### config.mk
export PLATFORM = sky130hd
export DESIGN_NAME = fetch_stage
export DESIGN_NICKNAME = d
export VERILOG_FILES = /design/src/rtl/fetch_stage_pkg.sv /design/src/rtl/branch_target_buffer.sv /design/src/rtl/fetch_stage.sv
export SDC_FILE = /design/constraint.sdc
export NUM_CORES = 1
export LEC_CHECK = 0
export ABC_AREA = 1
export ABC_CLOCK_PERIOD_IN_PS = 4250
export CAP_MARGIN = 10
export CORE_UTILIZATION = 52
export CTS_CLUSTER_DIAMETER = 200
export DETAILED_ROUTE_END_ITERATION = 7
export HOLD_SLACK_MARGIN = 0.12
export PLACE_DENSITY = 0.75
export SKIP_LAST_GASP = 1
export SYNTH_ARGS = -nofsm -noshare
export SYNTH_HDL_FRONTEND = slang
export SYNTH_SLANG_ARGS = --single-unit
### constraint.sdc
create_clock -name clk -period 4.25 [get_ports clk]
set_input_delay 1.0625 -clock clk [delete_from_list [all_inputs] [get_ports clk]]
set_output_delay 1.0625 -clock clk [all_outputs]
set_load 0.02 [all_outputs]
### src/rtl/fetch_stage_pkg.sv
// Shared definitions for the instruction-fetch stage: datapath width, bubble
// encoding, fetch FSM states and the BTB entry layout.
package fetch_stage_pkg;

  localparam int WORD_SIZE = 16;

  typedef logic [WORD_SIZE-1:0] word_t;

  localparam word_t BUBBLE_INSTR = 16'hF01C;

  typedef enum logic [1:0] {
    ST_START = 2'd0,
    ST_FETCH = 2'd1,
    ST_HOLD  = 2'd2
  } fetch_state_t;

  // tag holds pc >> idx_bits, zero-extended, so one layout serves any index width
  typedef struct packed {
    logic       valid;
    word_t      tag;
    word_t      target;
    logic [1:0] ctr;
  } btb_entry_t;

  function automatic logic [1:0] ctr_train(input logic [1:0] ctr, input logic taken);
    if (taken) return (ctr == 2'b11) ? ctr : ctr + 2'b01;
    return (ctr == 2'b00) ? ctr : ctr - 2'b01;
  endfunction

endpackage

### src/rtl/branch_target_buffer.sv
// Direct-mapped branch target buffer with 2-bit saturating counters.
// Lookup is combinational; training lands on the next clock edge.
module branch_target_buffer
  import fetch_stage_pkg::*;
#(
  parameter int IDX_BITS = 4
) (
  input  logic  clk,
  input  logic  reset_n,
  input  word_t lookup_pc,
  output logic  predict_taken,
  output word_t predict_target,
  input  logic  update_valid,
  input  word_t update_pc,
  input  logic  update_taken,
  input  word_t update_target
);

  localparam int ENTRIES = 2 ** IDX_BITS;

  btb_entry_t          entries_q [ENTRIES];
  logic [IDX_BITS-1:0] lk_idx;
  logic [IDX_BITS-1:0] up_idx;
  word_t               lk_tag;
  word_t               up_tag;
  btb_entry_t          lk_entry;
  btb_entry_t          up_entry;
  logic                up_hit;

  assign lk_idx   = lookup_pc[IDX_BITS-1:0];
  assign up_idx   = update_pc[IDX_BITS-1:0];
  assign lk_tag   = lookup_pc >> IDX_BITS;
  assign up_tag   = update_pc >> IDX_BITS;
  assign lk_entry = entries_q[lk_idx];
  assign up_entry = entries_q[up_idx];
  assign up_hit   = up_entry.valid && (up_entry.tag == up_tag);

  assign predict_taken  = lk_entry.valid && (lk_entry.tag == lk_tag) && lk_entry.ctr[1];
  assign predict_target = lk_entry.target;

  // NOTE: the table is small flop storage, so every entry is reset; a RAM-backed
  // table would instead need only its valid bits cleared.
  always_ff @(posedge clk or negedge reset_n) begin
    if (!reset_n) begin
      for (int i = 0; i < ENTRIES; i++) begin
        entries_q[i] <= '{valid: 1'b0, tag: '0, target: '0, ctr: 2'b01};
      end
    end else if (update_valid) begin
      if (up_hit) begin
        entries_q[up_idx].ctr <= ctr_train(up_entry.ctr, update_taken);
        if (update_taken) entries_q[up_idx].target <= update_target;
      end else if (update_taken) begin
        entries_q[up_idx] <= '{valid: 1'b1, tag: up_tag, target: update_target, ctr: 2'b10};
      end
    end
  end

endmodule

### src/rtl/fetch_stage.sv
// Instruction-fetch stage: owns the PC, drives instruction-memory reads, and
// presents {pc+1, instruction, prediction} to IF/ID with stall and redirect support.
module fetch_stage
  import fetch_stage_pkg::*;
#(
  parameter int    BTB_IDX_BITS = 4,
  parameter word_t RESET_PC     = 16'h0000
) (
  input  logic  clk,
  input  logic  reset_n,
  input  logic  stall,
  input  logic  redirect,
  input  word_t redirect_pc,
  input  logic  update_valid,
  input  word_t update_pc,
  input  logic  update_taken,
  input  word_t update_target,
  output logic  i_readM,
  output word_t i_address,
  input  word_t i_data,
  input  logic  i_ready,
  output logic  if_valid,
  output word_t if_pc_plus_1,
  output word_t if_instr,
  output logic  if_predict
);

  fetch_state_t state_q, state_d;
  word_t        pc_q;
  word_t        pc_plus_1;
  word_t        next_pc;
  word_t        btb_target;
  logic         btb_taken;
  logic         fetch_done;
  word_t        hold_instr_q;
  word_t        hold_pc_plus_1_q;
  word_t        hold_next_pc_q;
  logic         hold_predict_q;

  branch_target_buffer #(.IDX_BITS(BTB_IDX_BITS)) u_btb (
    .clk           (clk),
    .reset_n       (reset_n),
    .lookup_pc     (pc_q),
    .predict_taken (btb_taken),
    .predict_target(btb_target),
    .update_valid  (update_valid),
    .update_pc     (update_pc),
    .update_taken  (update_taken),
    .update_target (update_target)
  );

  assign pc_plus_1  = pc_q + word_t'(1);
  assign next_pc    = btb_taken ? btb_target : pc_plus_1;
  assign fetch_done = (state_q == ST_FETCH) && i_ready;

  // NOTE: sequential state uses non-blocking assignments so every register
  // samples the pre-edge values, regardless of block ordering.
  always_ff @(posedge clk or negedge reset_n) begin
    if (!reset_n) state_q <= ST_START;
    else          state_q <= state_d;
  end

  // NOTE: every combinational output gets a default first, so no path infers a latch.
  always_comb begin
    state_d = state_q;
    unique case (state_q)
      ST_START: state_d = ST_FETCH;
      ST_FETCH: if (i_ready && stall) state_d = ST_HOLD;
      ST_HOLD:  if (!stall) state_d = ST_FETCH;
      default:  state_d = ST_START;
    endcase
    if (redirect) state_d = ST_FETCH;
  end

  always_ff @(posedge clk or negedge reset_n) begin
    if (!reset_n) begin
      pc_q             <= RESET_PC;
      hold_instr_q     <= BUBBLE_INSTR;
      hold_pc_plus_1_q <= '0;
      hold_next_pc_q   <= '0;
      hold_predict_q   <= 1'b0;
    end else if (redirect) begin
      pc_q <= redirect_pc;
    end else if (fetch_done && stall) begin
      hold_instr_q     <= i_data;
      hold_pc_plus_1_q <= pc_plus_1;
      hold_next_pc_q   <= next_pc;
      hold_predict_q   <= btb_taken;
    end else if (fetch_done) begin
      pc_q <= next_pc;
    end else if (state_q == ST_HOLD && !stall) begin
      pc_q <= hold_next_pc_q;
    end
  end

  always_comb begin
    i_readM      = 1'b0;
    i_address    = pc_q;
    if_valid     = 1'b0;
    if_pc_plus_1 = pc_plus_1;
    if_instr     = BUBBLE_INSTR;
    if_predict   = 1'b0;
    unique case (state_q)
      ST_FETCH: begin
        i_readM = 1'b1;
        if (i_ready) begin
          if_valid   = 1'b1;
          if_instr   = i_data;
          if_predict = btb_taken;
        end
      end
      ST_HOLD: begin
        if_valid     = 1'b1;
        if_instr     = hold_instr_q;
        if_predict   = hold_predict_q;
        if_pc_plus_1 = hold_pc_plus_1_q;
      end
      default: ;
    endcase
    // whatever arrives in a redirect cycle belongs to the wrong path
    if (redirect) begin
      if_valid   = 1'b0;
      if_instr   = BUBBLE_INSTR;
      if_predict = 1'b0;
    end
  end

endmodule

After elaboration in Yosys (flattened, before gate mapping)
Cells that the tools add are included.
{"block": "word_totals", "register_bits": 627, "word_cells": 151, "input_bits": 71, "out_inout_bits": 51}
{"block": "classes", "reduce_logical": 17, "order_cmp": 3, "eq_ne": 8, "mux": 47, "addsub": 3, "n_bitwise": 3}
{"cell": "$bwmux W560", "n": 3}
{"cell": "$mux W560", "n": 3}
{"cell": "$demux W35 S4", "n": 3}
{"cell": "$bmux W35 S4", "n": 2}
{"cell": "$mux W35", "n": 5}
{"cell": "$mux W16", "n": 8}
{"cell": "$eq A16 B12 Y1", "n": 2}
{"cell": "$pmux W16 S2", "n": 1}
{"cell": "$mux W2", "n": 10}
{"cell": "$mux W18", "n": 1}
{"cell": "$add A16 B1 Y16 const B", "n": 1}
{"cell": "$ge A5 B5 Y1 const B", "n": 2}
{"cell": "$not A4 Y5", "n": 2}
{"cell": "$logic_and A1 B1 Y1", "n": 8}
{"cell": "$mux W1", "n": 8}
{"cell": "$reduce_and A2 Y1", "n": 4}
{"cell": "$pmux W2 S3", "n": 1}
{"cell": "$lt A5 B1 Y1 const B", "n": 1}
{"cell": "$eq A2 B2 Y1 const B", "n": 2}
{"cell": "$logic_not A2 Y1", "n": 2}
{"cell": "$pmux W1 S2", "n": 2}
{"cell": "$ne A3 B2 Y1 const B", "n": 1}
{"cell": "$ne A3 B3 Y1 const B", "n": 1}
{"cell": "$reduce_bool A3 Y1", "n": 1}
{"cell": "other kinds (7)", "n": 7}

Longest topological paths before layout
Gate-level depths: netlist of the first run.
{"block": "depth", "ltp_word": 15, "mapped_depth": 20, "mapped_depth_nobuf": 19}

Hierarchy
Synthesis of the first run repeated with hierarchy kept, for this count alone.
{"block": "hier_totals", "cells_unflattened": 3873, "area_unflattened_um2": 28813.9}
{"mod": "branch_target_buffer", "instances": 1, "seq_area_each_um2": 12431.9, "cells_per_inst": 3320, "area_per_inst_um2": 24925.2}
{"mod": "fetch_stage", "instances": 1, "seq_area_each_um2": 1685.4, "cells_per_inst": 553, "area_per_inst_um2": 3888.7}

Worst setup path after synthesis of the first run
No wires, ideal clock.
{"block": "synth_path", "path_kind": "flip-flop to output port", "startpoint": "register pc_q[1] (netlist: i_address[1])", "endpoint": "output if_pc_plus_1[11]", "t_required_ns": 3.188, "t_arrival_ns": 2.628, "stages_incl_launch_ff": 15, "setup_slack_ns": 0.559, "n_path_buf": 3, "path_cell_list": "dfrtp_1 -> clkbuf_1 -> inv_1 -> buf_2 -> buf_2 -> nor3_1 -> nand2_1 -> nor2_1 -> nand2_1 -> nor2_1 -> nand4_1 -> nor2_1 -> xor2_1 -> inv_1 -> o21ai_0"}
{"block": "synth_via", "elab_chain_cells": 2}
{"item": "start: declaration", "line": "fetch_stage.sv:29", "source": "word_t pc_q;"}
{"item": "start signal: assignment", "line": "fetch_stage.sv:83", "source": "pc_q <= redirect_pc;"}
{"item": "start signal: assignment", "line": "fetch_stage.sv:90", "source": "pc_q <= next_pc;"}
{"item": "start signal: assignment", "line": "fetch_stage.sv:92", "source": "pc_q <= hold_next_pc_q;"}
{"item": "$add A16 B1 Y16", "line": "fetch_stage.sv:52", "source": "assign pc_plus_1 = pc_q + word_t'(1);"}
{"item": "$mux W16", "line": "fetch_stage.sv:103", "source": "unique case (state_q)"}
{"item": "end: declaration", "line": "fetch_stage.sv:23", "source": "output word_t if_pc_plus_1,"}
No other way between the ends.

Worst setup path after layout of the first run
{"block": "layout_path", "startpoint": "register pc_q[0] (netlist: i_address[0])", "endpoint": "output if_predict"}
{"block": "layout_via", "elab_chain_cells": 10}
{"item": "$not A4 Y5 (not written as such) (*)", "line": "branch_target_buffer.sv:34", "source": "assign lk_entry = entries_q[lk_idx];"}
{"item": "$bmux W35 S4 (*)", "line": "branch_target_buffer.sv:34"}
{"item": "$mux W35 (not written as such) (*) (2 in a row)", "line": "branch_target_buffer.sv:34"}
{"item": "$eq A16 B12 Y1", "line": "branch_target_buffer.sv:38", "source": "assign predict_taken = lk_entry.valid && (lk_entry.tag == lk_tag) && lk_entry.ctr[1];"}
{"item": "$logic_and A1 B1 Y1", "line": "branch_target_buffer.sv:38"}
{"item": "$logic_and A1 B1 Y1 (*)", "line": "branch_target_buffer.sv:38"}
{"item": "$mux W1 (*)", "line": "fetch_stage.sv:106", "source": "if (i_ready) begin"}
{"item": "$pmux W1 S2 (*)", "line": "fetch_stage.sv:103"}
{"item": "$mux W1 (*)", "line": "fetch_stage.sv:121", "source": "if (redirect) begin"}
{"item": "end: declaration", "line": "fetch_stage.sv:25", "source": "output logic if_predict"}
Mark *: on every way between the ends. The rest lies on a longest branch, timed or not. The select of a mux whose other input is x is not followed.

==> metrics, run 1 <==
status=finished, violations left; failing checks=negative setup slack; vias in the first global route=24800; global routing usage on met1=around 45%; Worst Hold Class=primary input to asynchronous set/reset pin; final hold viol count=0; Fmax=about 230 MHz; Reg2Reg Capture Point=i_address[11]$_DFFE_PN0P_; Post-DP Area=30800 um^2; CP Max Fanout=between 40 and 50; Final TNS setup=-0.0677 ns; commonest non-fill, non-tap cell in the layout=nand2_1; DRC=0; Initial Utilization=a little over half; Place WS=between 0.01 and 0.015 ns; Yosys Warn Count=0; first-pass GRT wire length=approximately 140 mm; FF+latch area=about 14000 um^2; Leak=15.5 nW; clk sinks=about 560; Critical Path Start=i_address[0]$_DFFE_PN0P_; CTS tree=done; final cycle utilization of the critical path=102%; Slew Viols, Final=0; Routed Antenna Nets=0; Site Rows=85; Post-synth ARST share=100%; relative slew slack=between 40 and 50%; GRT Residual Overflow=0; H-tree depth=2; Most used DFF post-synth=dfrtp_1; Worst R2R Setup Slack=0.35 ns; DRT Wirelength=89.6 mm; via count=~27000; number of synthesized flops with an enable pin=0; total core area=around 54000 um^2; Worst IR Drop VDD=around 0.43 mV; Antenna diodes=0; Routed WL per cell=just under 20 um; reg2reg path depth=11; DIE AREA=approximately 56000 um^2; Cell Pwr Density=590 nW/um^2; met3 Track Usage GR=4.46%; syn nets=~3800; min Tclk post-route=~4.3 ns; Gate Count Post-Synth=between 3000 and 4000; CP Data Required Time=3.19 ns; # hold bufs at CTS=0; Global Route Usage Sum=approximately 32%; # setup viols final=1; port buffer count=approximately 120; Worst EP arrival=between 3 and 4 ns; GRT met2 Usage=50.2%; CP Capture Point=if_predict; largest net degree at the start of global routing=92; share of cells above drive strength 1=7.94%; Vias/cell=~5.9; Slew @ Worst Pin=0.857 ns; cts bufs inserted=60; Fillers=4772; I/O pins=approximately 120; DRT Pass-1 Iters=6; non-filler cells in the finished layout=4539; post-synthesis register bit count=563; Setup WS post-layout=-0.0677 ns; dpl cells=between 4000 and 5000; maxcap violations=0; worst reg2reg startpoint=i_address[0]$_DFFE_PN0P_; Layout Nets=approximately 3900; RSZ-0062 raised after global routing=true; initial antenna violation count=0; Clock Skew=approximately 0.042 ns; Most Crowded Layer GR=met2; crit path launch type=flip-flop; commonest cells after routing, fill and taps aside=nand2_1 (1144), o21ai_0 (743), dfrtp_1 (536); CP Capture Type=output pin; clock tree buffer depth=3; GP Congestion=a little under 1; area grow syn2layout=15.8%; Root Driver=clkbuf_16; worst skew pair latency=0.68 ns; kind of critical path=flip-flop to output pin; sequential fraction of the synthesis area=49.6%; post-route cell area=between 30000 and 40000 um^2; detailed placer's ending HPWL=around 56 mm; die width=236 um; die height=roughly 240 um; Syn Area/Cell=~7.6 um^2; multi-input logic area=between 10000 and 15000 um^2; Yosys cell types=39; drt initial violations=~3300; Synth Cell Area=roughly 28000 um^2; Clock Pin Slew Worst Setup and Hold Paths=about 0.060 ns
state kept, by name (all words and copies together) (netlist names):
name / cells
u_btb.entries_q: 496
hold_instr_q: 16
hold_next_pc_q: 16
hold_pc_plus_1_q: 16
i_address: 16
state_q: 2
hold_predict_q: 1
through the flow:
step	util [%]	total power [mW]	hold WS (ns)
2_1_floorplan	-	11.4	0.434
3_3_place_gp	57.2	13.7	0.447
3_5_place_dp	57.2	13.8	0.453
4_1_cts	61.1	19.4	0.461
5_1_grt	61.2	20.5	0.472
6_report	61.2	19.5	0.410
final cells by class:
class	instances	share of cell area [%]
repair buffers	252	7.98
inverters	188	2.18
clock buffers	88	5.32
multi-input cells	2729	38.0
well taps	696	2.64
clock inverters	23	1.09
flip-flops and latches	563	42.8
how the worst min path moves through the flow:
stage,cells after the start,start,to
after global placement,2,u_btb.entries_q[384]$_DFFE_PN0P_,u_btb.entries_q[384]$_DFFE_PN0P_
after global routing,1,reset_n,u_btb.entries_q[342]$_DFFE_PN0P_
after detailed placement,2,u_btb.entries_q[525]$_DFFE_PN1P_,u_btb.entries_q[525]$_DFFE_PN1P_
after floorplan,2,u_btb.entries_q[384]$_DFFE_PN0P_,u_btb.entries_q[384]$_DFFE_PN0P_
final,1,reset_n,u_btb.entries_q[307]$_DFFE_PN0P_
after CTS,1,reset_n,u_btb.entries_q[341]$_DFFE_PN0P_
cell families after synthesis:
family                     share of synthesized area [%]
muxes                                              0.387
AOI/OAI and AO/OA                                   19.2
buffers and inverters                               6.66
xor gates and xnor gates                           0.277
adders and majority gates                          0.220
and+or+nand+nor                                     23.7
DFF                                                 49.6
cell usage after synthesis, types with 23 or more instances:
master / n / share of area, %
nand2_1: 1144 / 15
o21ai_0: 743 / 13
dfrtp_1: 540 / 47
nor2_1: 309 / 4.1
nand3_1: 206 / 3.6
inv_1: 181 / 2.4
clkbuf_1: 177 / 2.3
a22oi_1: 61 / 1.6
a21oi_1: 60 / 1.1
buf_2: 59 / 1.0
o22ai_1: 56 / 1.2
o221ai_1: 34 / 1.0
o21ai_1: 30 / 0.53
dfstp_2: 23 / 2.1
power breakdown:
part           total (mW)  internal (mW)  switching, mW
logic                6.60           2.28           4.31
registers            7.30           6.51          0.792
clock network        5.56           3.24           2.31
total                19.5           12.0           7.42
metal layers:
metal,routed length [um],share of wire (%),up-vias
met5,0,0,-
met4,3890,4.3,0
li1,-,-,12500
met3,8070,9.0,245
met1,36900,41,12700
met2,40700,45,1403
critical path, cell delays in order, from the launching register on:
cell	delay [ns]
dfrtp_4	0.54
buf_16	0.21
buf_12	0.19
o21ai_0	0.16
nand2_1	0.07
nand3_1	0.07
nand3_1	0.25
nand3_1	0.21
nand2_1	0.06
nor2_1	0.11
nand2_1	0.07
nor2_2	0.13
nand3_1	0.12
a21oi_1	0.16
clkbuf_2	0.22
what timing repair did:
action	4_1_cts	5_1_grt
endpoints found under the setup margin	9	9
gates resized for setup	14	26
pin swaps	0	1
setup buffers	0	0
Power figures use the tool's default switching activity.
==> run 2: changes to the inputs <==
--- a/config.mk
+++ b/config.mk
@@ -8,6 +8,7 @@
 export ABC_AREA = 1
 export ABC_CLOCK_PERIOD_IN_PS = 4250
 export CAP_MARGIN = 10
+export CORE_ASPECT_RATIO = 1.1
 export CORE_UTILIZATION = 52
 export CTS_CLUSTER_DIAMETER = 200
 export DETAILED_ROUTE_END_ITERATION = 7
==> metrics, run 2 (synthesis gave the netlist of run 1 again) <==
status=finished, violations left; failing checks=negative setup slack; FF+latch area=14100 um^2 (unchanged); cts bufs inserted=59 (-1.7%); Flop pwr share=37.8% (+0.3 points); Routed Antenna Nets=0 (unchanged); Psw=7.42 mW (about the same); Setup WS post-layout=-0.00551 ns (+0.0622 ns); Worst Hold Class=primary input to asynchronous set/reset pin; most flop-heavy register=u_btb.entries_q; DIE AREA=55700 um^2 (about the same); DRC=0 (unchanged); Site Rows=89 (+4.7%); max FFs per register=496 (unchanged); Slew Viols, Final=0 (unchanged); DRT Wirelength=89.4 mm (-0.21%); Initial Utilization=52.9% (about the same); worst skew pair latency=0.69 ns (about the same); Clock Skew=0.101 ns (+0.0593 ns); Cell Pwr Density=579 nW/um^2 (-1.8%); GRT Residual Overflow=0 (unchanged); Int Pwr=11.8 mW (-1.9%); Comb power frac=35.3% (+1.4 points); I/O pins=122 (unchanged); DRT Pass-1 Iters=7 (+1); final cycle utilization of the critical path=100% (-1.5 points); Worst EP arrival=3.19 ns (-0.07 ns); post-route cell area=33200 um^2 (+0.66%); vias in the first global route=24900 (+0.34%); detailed placer's ending HPWL=55.9 mm (-0.91%); maxcap violations=0 (unchanged); initial antenna violation count=0 (unchanged); # setup viols final=1 (unchanged); largest net degree at the start of global routing=142 (+54%); total core area=53900 um^2 (about the same); GP Congestion=0.954 (-0.75%); CTS tree=done; min Tclk post-route=4.26 ns (-0.0622 ns); clk sinks=563 (unchanged); Root Driver=clkbuf_16; Leak=15.5 nW (+0.47%); Vias/cell=5.85 (-1.0%); Global Route Usage Sum=32.0% (-0.040 points); Routed WL per cell=19.5 um (-1.2%); die height=247 um (+4.8%); Slew @ Worst Pin=0.748 ns (-0.109 ns); share of cells above drive strength 1=8.46% (+0.52 points); Fmax=235 MHz (+1.5%); crit path launch type=flip-flop; Fillers=4763 (-0.19%); port buffer count=121 (unchanged); CP Max Fanout=14 (-67%); CP Capture Type=output pin; # hold bufs at CTS=0 (unchanged); RSZ-0062 raised after global routing=true; commonest cells after routing, fill and taps aside=nand2_1 (1144), o21ai_0 (740), dfrtp_1 (536); die width=225 um (-4.6%); CP Data Required Time=3.19 ns (about the same); commonest non-fill, non-tap cell in the layout=nand2_1; Final TNS setup=-0.00551 ns (+0.0622 ns); kind of critical path=flip-flop to output pin; Post-DP Area=31000 um^2 (+0.54%); first-pass GRT wire length=139 mm (-1.1%); final hold viol count=0 (unchanged); non-filler cells in the finished layout=4583 (+0.97%); Pwr Total=19.2 mW (-1.1%); Layout Nets=3884 (+0.36%); clock network power share=26.9% (-1.7 points); Clock Pin Slew Worst Setup and Hold Paths=0.06 ns (about the same); area grow syn2layout=16.6%; Worst IR Drop VDD=0.395 mV (-7.7%); drt initial violations=3294 (+1.3%); Antenna diodes=0 (unchanged); dpl cells=4467 (+0.88%); relative slew slack=50.1% (+7.2 points); H-tree depth=2 (unchanged); multi-input logic area=12600 um^2 (+0.59%); switching share of power=38.6% (+0.46 points); via count=26800 (-0.078%); clock tree buffer depth=3 (unchanged); Min Hold Slack=0.391 ns (-0.0191 ns)
run 2: changes by cell type in the layout (fill, tap and decap cells not counted), moves of 3 or more:
cell and delta:
buf_12 +5, buf_4 +6, bufinv_16 -4, clkbuf_1 +4
clkbuf_2 -3, clkinv_2 +3, nand3_1 -9, nand3_2 +8
o21ai_0 -3
run 2: critical path: stages, from the launching register on:
cell and delay, ns:
dfrtp_4 0.55, buf_4 0.19, clkbuf_16 0.18, o21ai_0 0.16
nand2_1 0.06, nand3_1 0.10, nand3_2 0.19, nand3_2 0.16
nand3_1 0.13, nor2_1 0.15, nand2_1 0.09, nor2_2 0.15
nand3_1 0.11, a21oi_2 0.15, buf_4 0.16
run 2: power by group through the flow:
stage	clock network [mW]	logic (mW)	registers [mW]
floorplan	0	4.20	7.17
global placement	0	6.33	7.29
detailed placement	0	6.46	7.31
CTS	5.23	6.50	7.24
global route	5.44	7.48	7.40
finish	5.18	6.79	7.27
run 2: area by class of cell:
| type | count | area share, % |
|---|---|---|
| tap | 728 | 2.74 |
| multi-input combinational | 2729 | 37.9 |
| sequential | 563 | 42.5 |
| inverter | 188 | 2.18 |
| clock buffer | 89 | 5.18 |
| clock inverter | 19 | 0.705 |
| timing repair buffer | 267 | 8.72 |
run 2: path summary, 6_finish.rpt:
kind / slack [ns] / start / cells after the start / to
worst max-delay path: -0.006 / i_address[0]$_DFFE_PN0P_ / 14 / if_predict
worst min-delay path: 0.39 / reset_n / 1 / u_btb.entries_q[340]$_DFFE_PN0P_
worst max register to register: 0.47 / i_address[0]$_DFFE_PN0P_ / 11 / i_address[10]$_DFFE_PN0P_
worst min register to register: 0.46 / u_btb.entries_q[175]$_DFFE_PN1P_ / 2 / u_btb.entries_q[175]$_DFFE_PN1P_
max in group asynchronous: 2.76 / reset_n / 2 / u_btb.entries_q[39]$_DFFE_PN0P_
min in group clk: 0.46 / u_btb.entries_q[175]$_DFFE_PN1P_ / 2 / u_btb.entries_q[175]$_DFFE_PN1P_
run 2: repair_timing:
action | 4_1_cts | 5_1_grt
resized for setup | 24 | 50
setup endpoints to repair | 9 | 9
buffers inserted | 1 | 4
pin swaps | 1 | 1
hold endpoints to repair | 0 | 0
cloned | 0 | 3
run 2: metal layers:
layer  track usage [%]  share of wire (%)
met1              43.7                 41
met2              49.3                 45
met3              5.08                8.3
met4              17.2                5.4
met5                 0                  0
run 2: metrics by stage:
step | util (%) | setup WS [ns]
after global routing | 61.6 | -0.105
final | 61.6 | -0.00551
after detailed placement | 57.5 | 0.0661
after floorplan | - | 0.559
after global placement | 57.5 | 0.109
after CTS | 61.2 | -0.235
